$ cat src/rtl/simulacion_core_if.sv
// Operand, function-select and monitor signals of the two-input function cell.
// The master side drives the operands and observes the results; the slave side is the core.
interface simulacion_core_if #(
    parameter int CNT_W = 8
);
    logic             a;
    logic             b;
    logic [2:0]       func;
    logic             c;
    logic             c_toggle;
    logic [CNT_W-1:0] toggle_count;
    logic [3:0]       combo_seen;

    modport master (
        output a,
        output b,
        output func,
        input  c,
        input  c_toggle,
        input  toggle_count,
        input  combo_seen
    );

    modport slave (
        input  a,
        input  b,
        input  func,
        output c,
        output c_toggle,
        output toggle_count,
        output combo_seen
    );
endinterface

$ cat src/rtl/simulacion_core.sv
// Registered two-input Boolean function unit with activity monitors.
// The result register c is paired with a transition pulse, a saturating count of
// transitions and sticky flags recording which {a,b} pairs have been sampled.
module simulacion_core #(
    parameter int CNT_W = 8
) (
    input logic              clk,
    input logic              rst,
    simulacion_core_if.slave bus_io
);

    localparam logic [CNT_W-1:0] CountOne = {{(CNT_W-1){1'b0}}, 1'b1};
    localparam logic [CNT_W-1:0] CountMax = {CNT_W{1'b1}};

    logic             c_q, c_d;
    logic             c_toggle_q, c_toggle_d;
    logic [CNT_W-1:0] count_q, count_d;
    logic [3:0]       combo_q, combo_d;
    logic [1:0]       ab;

    // Evaluate the selected function and derive the next monitor state from it
    always_comb begin
        ab         = {bus_io.a, bus_io.b};
        c_d        = 1'b0;
        c_toggle_d = 1'b0;
        count_d    = count_q;
        combo_d    = combo_q;

        unique case (bus_io.func)
            3'b000:  c_d = bus_io.a & bus_io.b;
            3'b001:  c_d = bus_io.a | bus_io.b;
            3'b010:  c_d = bus_io.a ^ bus_io.b;
            3'b011:  c_d = ~(bus_io.a & bus_io.b);
            3'b100:  c_d = ~(bus_io.a | bus_io.b);
            3'b101:  c_d = ~(bus_io.a ^ bus_io.b);
            3'b110:  c_d = bus_io.a;
            default: c_d = bus_io.b;
        endcase

        combo_d[ab] = 1'b1;

        if (c_d != c_q) begin
            c_toggle_d = 1'b1;
            if (count_q != CountMax) begin
                count_d = count_q + CountOne;
            end
        end
    end

    // Result and monitor registers; reset clears everything including a pending pulse
    always_ff @(posedge clk) begin
        if (rst) begin
            c_q        <= 1'b0;
            c_toggle_q <= 1'b0;
            count_q    <= '0;
            combo_q    <= 4'b0000;
        end else begin
            c_q        <= c_d;
            c_toggle_q <= c_toggle_d;
            count_q    <= count_d;
            combo_q    <= combo_d;
        end
    end

    assign bus_io.c            = c_q;
    assign bus_io.c_toggle     = c_toggle_q;
    assign bus_io.toggle_count = count_q;
    assign bus_io.combo_seen   = combo_q;

endmodule

$ cat src/flat_wrapper.sv
// flat-port wrapper written by rule: the top's interface ports become plain ports
module simulacion_core_flat 
#(
    parameter int CNT_W = 8
)
  (clk, rst, bus_io_a, bus_io_b, bus_io_func, bus_io_c, bus_io_c_toggle, bus_io_toggle_count, bus_io_combo_seen);
  simulacion_core_if #(.CNT_W(CNT_W)) bus_io_i ();
  input logic clk;
  input logic rst;
  input wire logic [$bits(bus_io_i.a)-1:0] bus_io_a;
  input wire logic [$bits(bus_io_i.b)-1:0] bus_io_b;
  input wire logic [$bits(bus_io_i.func)-1:0] bus_io_func;
  output wire logic [$bits(bus_io_i.c)-1:0] bus_io_c;
  output wire logic [$bits(bus_io_i.c_toggle)-1:0] bus_io_c_toggle;
  output wire logic [$bits(bus_io_i.toggle_count)-1:0] bus_io_toggle_count;
  output wire logic [$bits(bus_io_i.combo_seen)-1:0] bus_io_combo_seen;
  assign bus_io_i.a = bus_io_a;
  assign bus_io_i.b = bus_io_b;
  assign bus_io_i.func = bus_io_func;
  assign bus_io_c = bus_io_i.c;
  assign bus_io_c_toggle = bus_io_i.c_toggle;
  assign bus_io_toggle_count = bus_io_i.toggle_count;
  assign bus_io_combo_seen = bus_io_i.combo_seen;
  simulacion_core #(.CNT_W(CNT_W)) u_core (.clk(clk), .rst(rst), .bus_io(bus_io_i));
endmodule
$ cat config.mk
export PLATFORM = sky130hd
export DESIGN_NAME = simulacion_core_flat
export DESIGN_NICKNAME = d
export VERILOG_FILES = /design/src/rtl/simulacion_core_if.sv /design/src/rtl/simulacion_core.sv /design/src/flat_wrapper.sv
export SDC_FILE = /design/constraint.sdc
export NUM_CORES = 1
export LEC_CHECK = 0
export ABC_AREA = 0
export BUFFER_PORTS_ARGS = -buffer_cell sky130_fd_sc_hd__buf_4
export CAP_MARGIN = 10
export CORE_MARGIN = 2
export CORE_UTILIZATION = 55
export CTS_BUF_LIST = sky130_fd_sc_hd__clkbuf_4 sky130_fd_sc_hd__clkbuf_8 sky130_fd_sc_hd__clkbuf_16
export DETAILED_ROUTE_END_ITERATION = 16
export HOLD_SLACK_MARGIN = 0.06
export PLACE_DENSITY_LB_ADDON = 0.05
export SETUP_SLACK_MARGIN = 0.1
export SLEW_MARGIN = 0
export SYNTH_ARGS = -nofsm -noshare
export SYNTH_HDL_FRONTEND = slang
export SYNTH_SLANG_ARGS = --single-unit
$ cat constraint.sdc
create_clock -name clk -period 5.6 [get_ports clk]
set_clock_uncertainty 0.05 [all_clocks]
set_input_delay 0.56 -clock clk [delete_from_list [all_inputs] [get_ports clk]]
set_output_delay 0.56 -clock clk [all_outputs]
set_load 0.01 [all_outputs]
==> results.tsv <==
stage	metric	value	unit
cts	clockBufferDepth	2	
final_layout	final_cell_mix	buf_4 (20), nor2_1 (17), dfxtp_1 (14)	
worst_setup_path	start_kind	primary input	
worst_setup_path	crit_type	primary input to register	
placed_design	place.gp.congestion	0.826	
timing	fmax	401	MHz
global_route	antenna_found_initial	0	
run	maxCapViolations	0	
run_status	status	completed	
route	num_vias	755	
timing	tightest_slew	0.503	ns
cts	h-tree-depth	1	
placed_design	pre_cts_slack	2.83	ns
min_path	hold_class	register to register	
logic_synthesis	synth.distinct_cells	32	
logic_synthesis	synth_top_area_share	33.2	%
route	drt-initial-drc-count	15	
cts	postCtsHoldBufs	0	
worst_setup_path	ff2ff_path_depth	6	
power_and_ir_drop	clockPowerShare	25.6	%
worst_setup_path	critPathMaxFanout	6	
power_and_ir_drop	totalPowerFinal	217	uW
timing	finalCritPeriodShare	44.5	%
route	antenna_left	0	
placed_design	hpwl	1.33	mm
power_and_ir_drop	ir_worst_vdd	0.000145	V
logic_synthesis	ys_warn_count	0	
cts	path_clk_slew	0.08	ns
route	drcViolationCount	0	
timing	max_slew_margin	66.2	%
route	drt-wirelength-per-cell	13.1	microns
route	wl	1.74	mm
timing	finalCriticalPeriod	2.49	ns
power_and_ir_drop	sw_frac_of_total	28.5	%
final_layout	num-nets-final	131	
cts	numCtsBuffers	3	
final_layout	fill_cells	123	
logic_synthesis	synth_area_per_cell	8.61	sq um
worst_setup_path	rr_startpoint	u_core.bus_io.toggle_count[2]$_SDFFE_PP0P_	
global_route	grt_overflow	0	
route	drtPass1Iterations	5	
timing	slew_viol_final	0	
logic_synthesis	synth_cells	98	
floorplan	die_h	43.2	microns
global_route	grt_usage	21.4	%
floorplan	die_w	43.2	microns
power_and_ir_drop	p_per_area	213	mW/mm^2
global_route	grt_max_degree	22	
worst_setup_path	arrival	2.61	ns
final_layout	antenna_cells	0	
floorplan	die-area	0.00186	sq mm
logic_synthesis	synthTopCellsByArea	dfxtp_1 (33%), nor2_1 (7.6%), ha_1 (7.4%)	
logic_synthesis	seq_area_frac_synth	33.2	%
logic_synthesis	synth_seq_cells	14	
timing	rsz0062_at_grt	false	
floorplan	placementRows	14	
final_layout	drive_above_1_share	28.2	%
worst_setup_path	end_kind	register	
min_path	hold_depth	2	
cts	post_cts_resized	0	
floorplan	core	0.00147	sq mm
placed_design	numPortBuffers	20	
power_and_ir_drop	p_leak	0.468	nW
cts	clk_latency	0.28	ns
route	routed_via_density	5.68	
timing	setup_viol	0	
power_and_ir_drop	power.internal	155	uW
timing	hold_slack	0.421	ns
logic_synthesis	synth_fp_nets	110	
timing	hold_viol_final	0	
floorplan	num_io_pins	21	
logic_synthesis	yosysTopAreaCell	dfxtp_1	
power_and_ir_drop	p_switching	62.0	uW
cts	root_buffer	clkbuf_4	
cts	cts_tree	built	
timing	setup_ws	3.11	ns
final_layout	layout_commonest_cell	buf_4	
global_route	grt_pass1_wl	2.97	mm
worst_setup_path	r2r_slack	3.64	ns
worst_setup_path	cp_data_required_time	5.72	ns
logic_synthesis	syn_area	843	sq um
global_route	grt_pass1_vias	676	
min_path	holdPathEnd	u_core.bus_io.combo_seen[2]$_SDFF_PP0_	
final_layout	areaGrowthSynthToFinish	21.1	%
power_and_ir_drop	power.share.combinational	22.5	%
cts	cts_setup_buffers	0	
timing	fin_setup_tns	0	ns
cts	clkSinkCount	14	
power_and_ir_drop	p_seq_share	51.9	%
min_path	min_from	u_core.bus_io.combo_seen[2]$_SDFF_PP0_	
worst_setup_path	r2r_end	u_core.bus_io.toggle_count[3]$_SDFFE_PP0P_	
floorplan	initial_utilization	57.3	%
==> critical path, stage by stage <==
cell and delay, ns:
buf_4 0.10, inv_1 0.06, ha_1 0.29, inv_1 0.05
mux4_2 0.44, nor2_1 0.28, o21ai_1 0.18, a211oi_1 0.29
mux2_2 0.36
==> layer usage <==
layer  vias to the layer above  track usage [%]  share of wire (%)
li1                        375                -                  -
met1                       356             25.5                 46
met2                        20             35.5                 48
met3                         4             5.11                4.8
met4                         0             10.3                1.2
met5                         -                0                  0
==> sequential cells by signal, summed over array words and instances, names as in the netlist <==
name / cells
u_core.bus_io.toggle_count: 8
u_core.bus_io.combo_seen: 4
u_core.bus_io.c: 1
u_core.bus_io.c_toggle: 1
==> synth_stat cells (all sizes together) <==
| cell type | n |
|---|---|
| o21a | 1 |
| nor2b | 5 |
| mux2 | 6 |
| inv | 8 |
| nor2 | 17 |
| o2111a | 1 |
| dfxtp | 14 |
| a211o | 1 |
| nand2b | 2 |
| o211ai | 1 |
| clkbuf | 3 |
| a211oi | 2 |
| nor3b | 2 |
| nand3 | 1 |
| mux4 | 1 |
| buf | 1 |
| or3 | 3 |
| o21ai | 3 |
| nor3 | 3 |
| ha | 5 |
| nor4 | 3 |
| nand2 | 4 |
| nor4b | 1 |
| or3b | 1 |
| a21oi | 2 |
| mux2i | 4 |
| and3 | 3 |
==> through the flow <==
step           cell area (sq um)  std cells  utilization [%]
2_1_floorplan                843         98                -
3_3_place_gp                 998        130             67.9
3_5_place_dp                 998        130             67.9
4_1_cts                     1020        133             69.4
5_1_grt                     1020        133             69.4
6_report                    1020        133             69.4
==> power by group through the flow <==
stage / Combinational, mW / Sequential (mW) / Clock, mW
floorplan: 0.0281 / 0.116 / 0
global placement: 0.0470 / 0.115 / 0
detailed placement: 0.0487 / 0.115 / 0
CTS: 0.0489 / 0.112 / 0.0580
global route: 0.0535 / 0.114 / 0.0616
finish: 0.0489 / 0.113 / 0.0556
==> logic make-up (layout without fill, tap and decap cells) <==
group | Yosys count | in the layout | share of synthesized area, %
AO/OA/AOI/OAI | 11 | 11 | 9.35
flip-flops | 14 | 14 | 33.2
AND/OR/NAND/NOR | 45 | 45 | 28.8
multiplexers | 11 | 11 | 15.9
adder cells (fa/ha/maj) | 5 | 5 | 7.42
buffers and inverters | 12 | 31 | 5.34
==> cell type report <==
type                       instances  area [sq um]  share of cell area, %
multi-input combinational         72           518                   50.7
sequential                        14           280                   27.5
timing repair buffer              20           150                   14.7
inverter                           8          30.0                   2.94
clock buffer                       3          22.5                   2.21
tap                               16          20.0                   1.96
==> how the worst max path moves through the flow <==
| stage | from | end |
|---|---|---|
| floorplan | bus_io_b | u_core.bus_io.toggle_count[5]$_SDFFE_PP0P_ |
| global placement | bus_io_b | u_core.bus_io.toggle_count[5]$_SDFFE_PP0P_ |
| detailed placement | bus_io_b | u_core.bus_io.toggle_count[5]$_SDFFE_PP0P_ |
| CTS | bus_io_b | u_core.bus_io.toggle_count[5]$_SDFFE_PP0P_ |
| global route | bus_io_b | u_core.bus_io.toggle_count[5]$_SDFFE_PP0P_ |
| finish | bus_io_b | u_core.bus_io.toggle_count[5]$_SDFFE_PP0P_ |
Note: power is estimated with default switching activity, not from simulation.
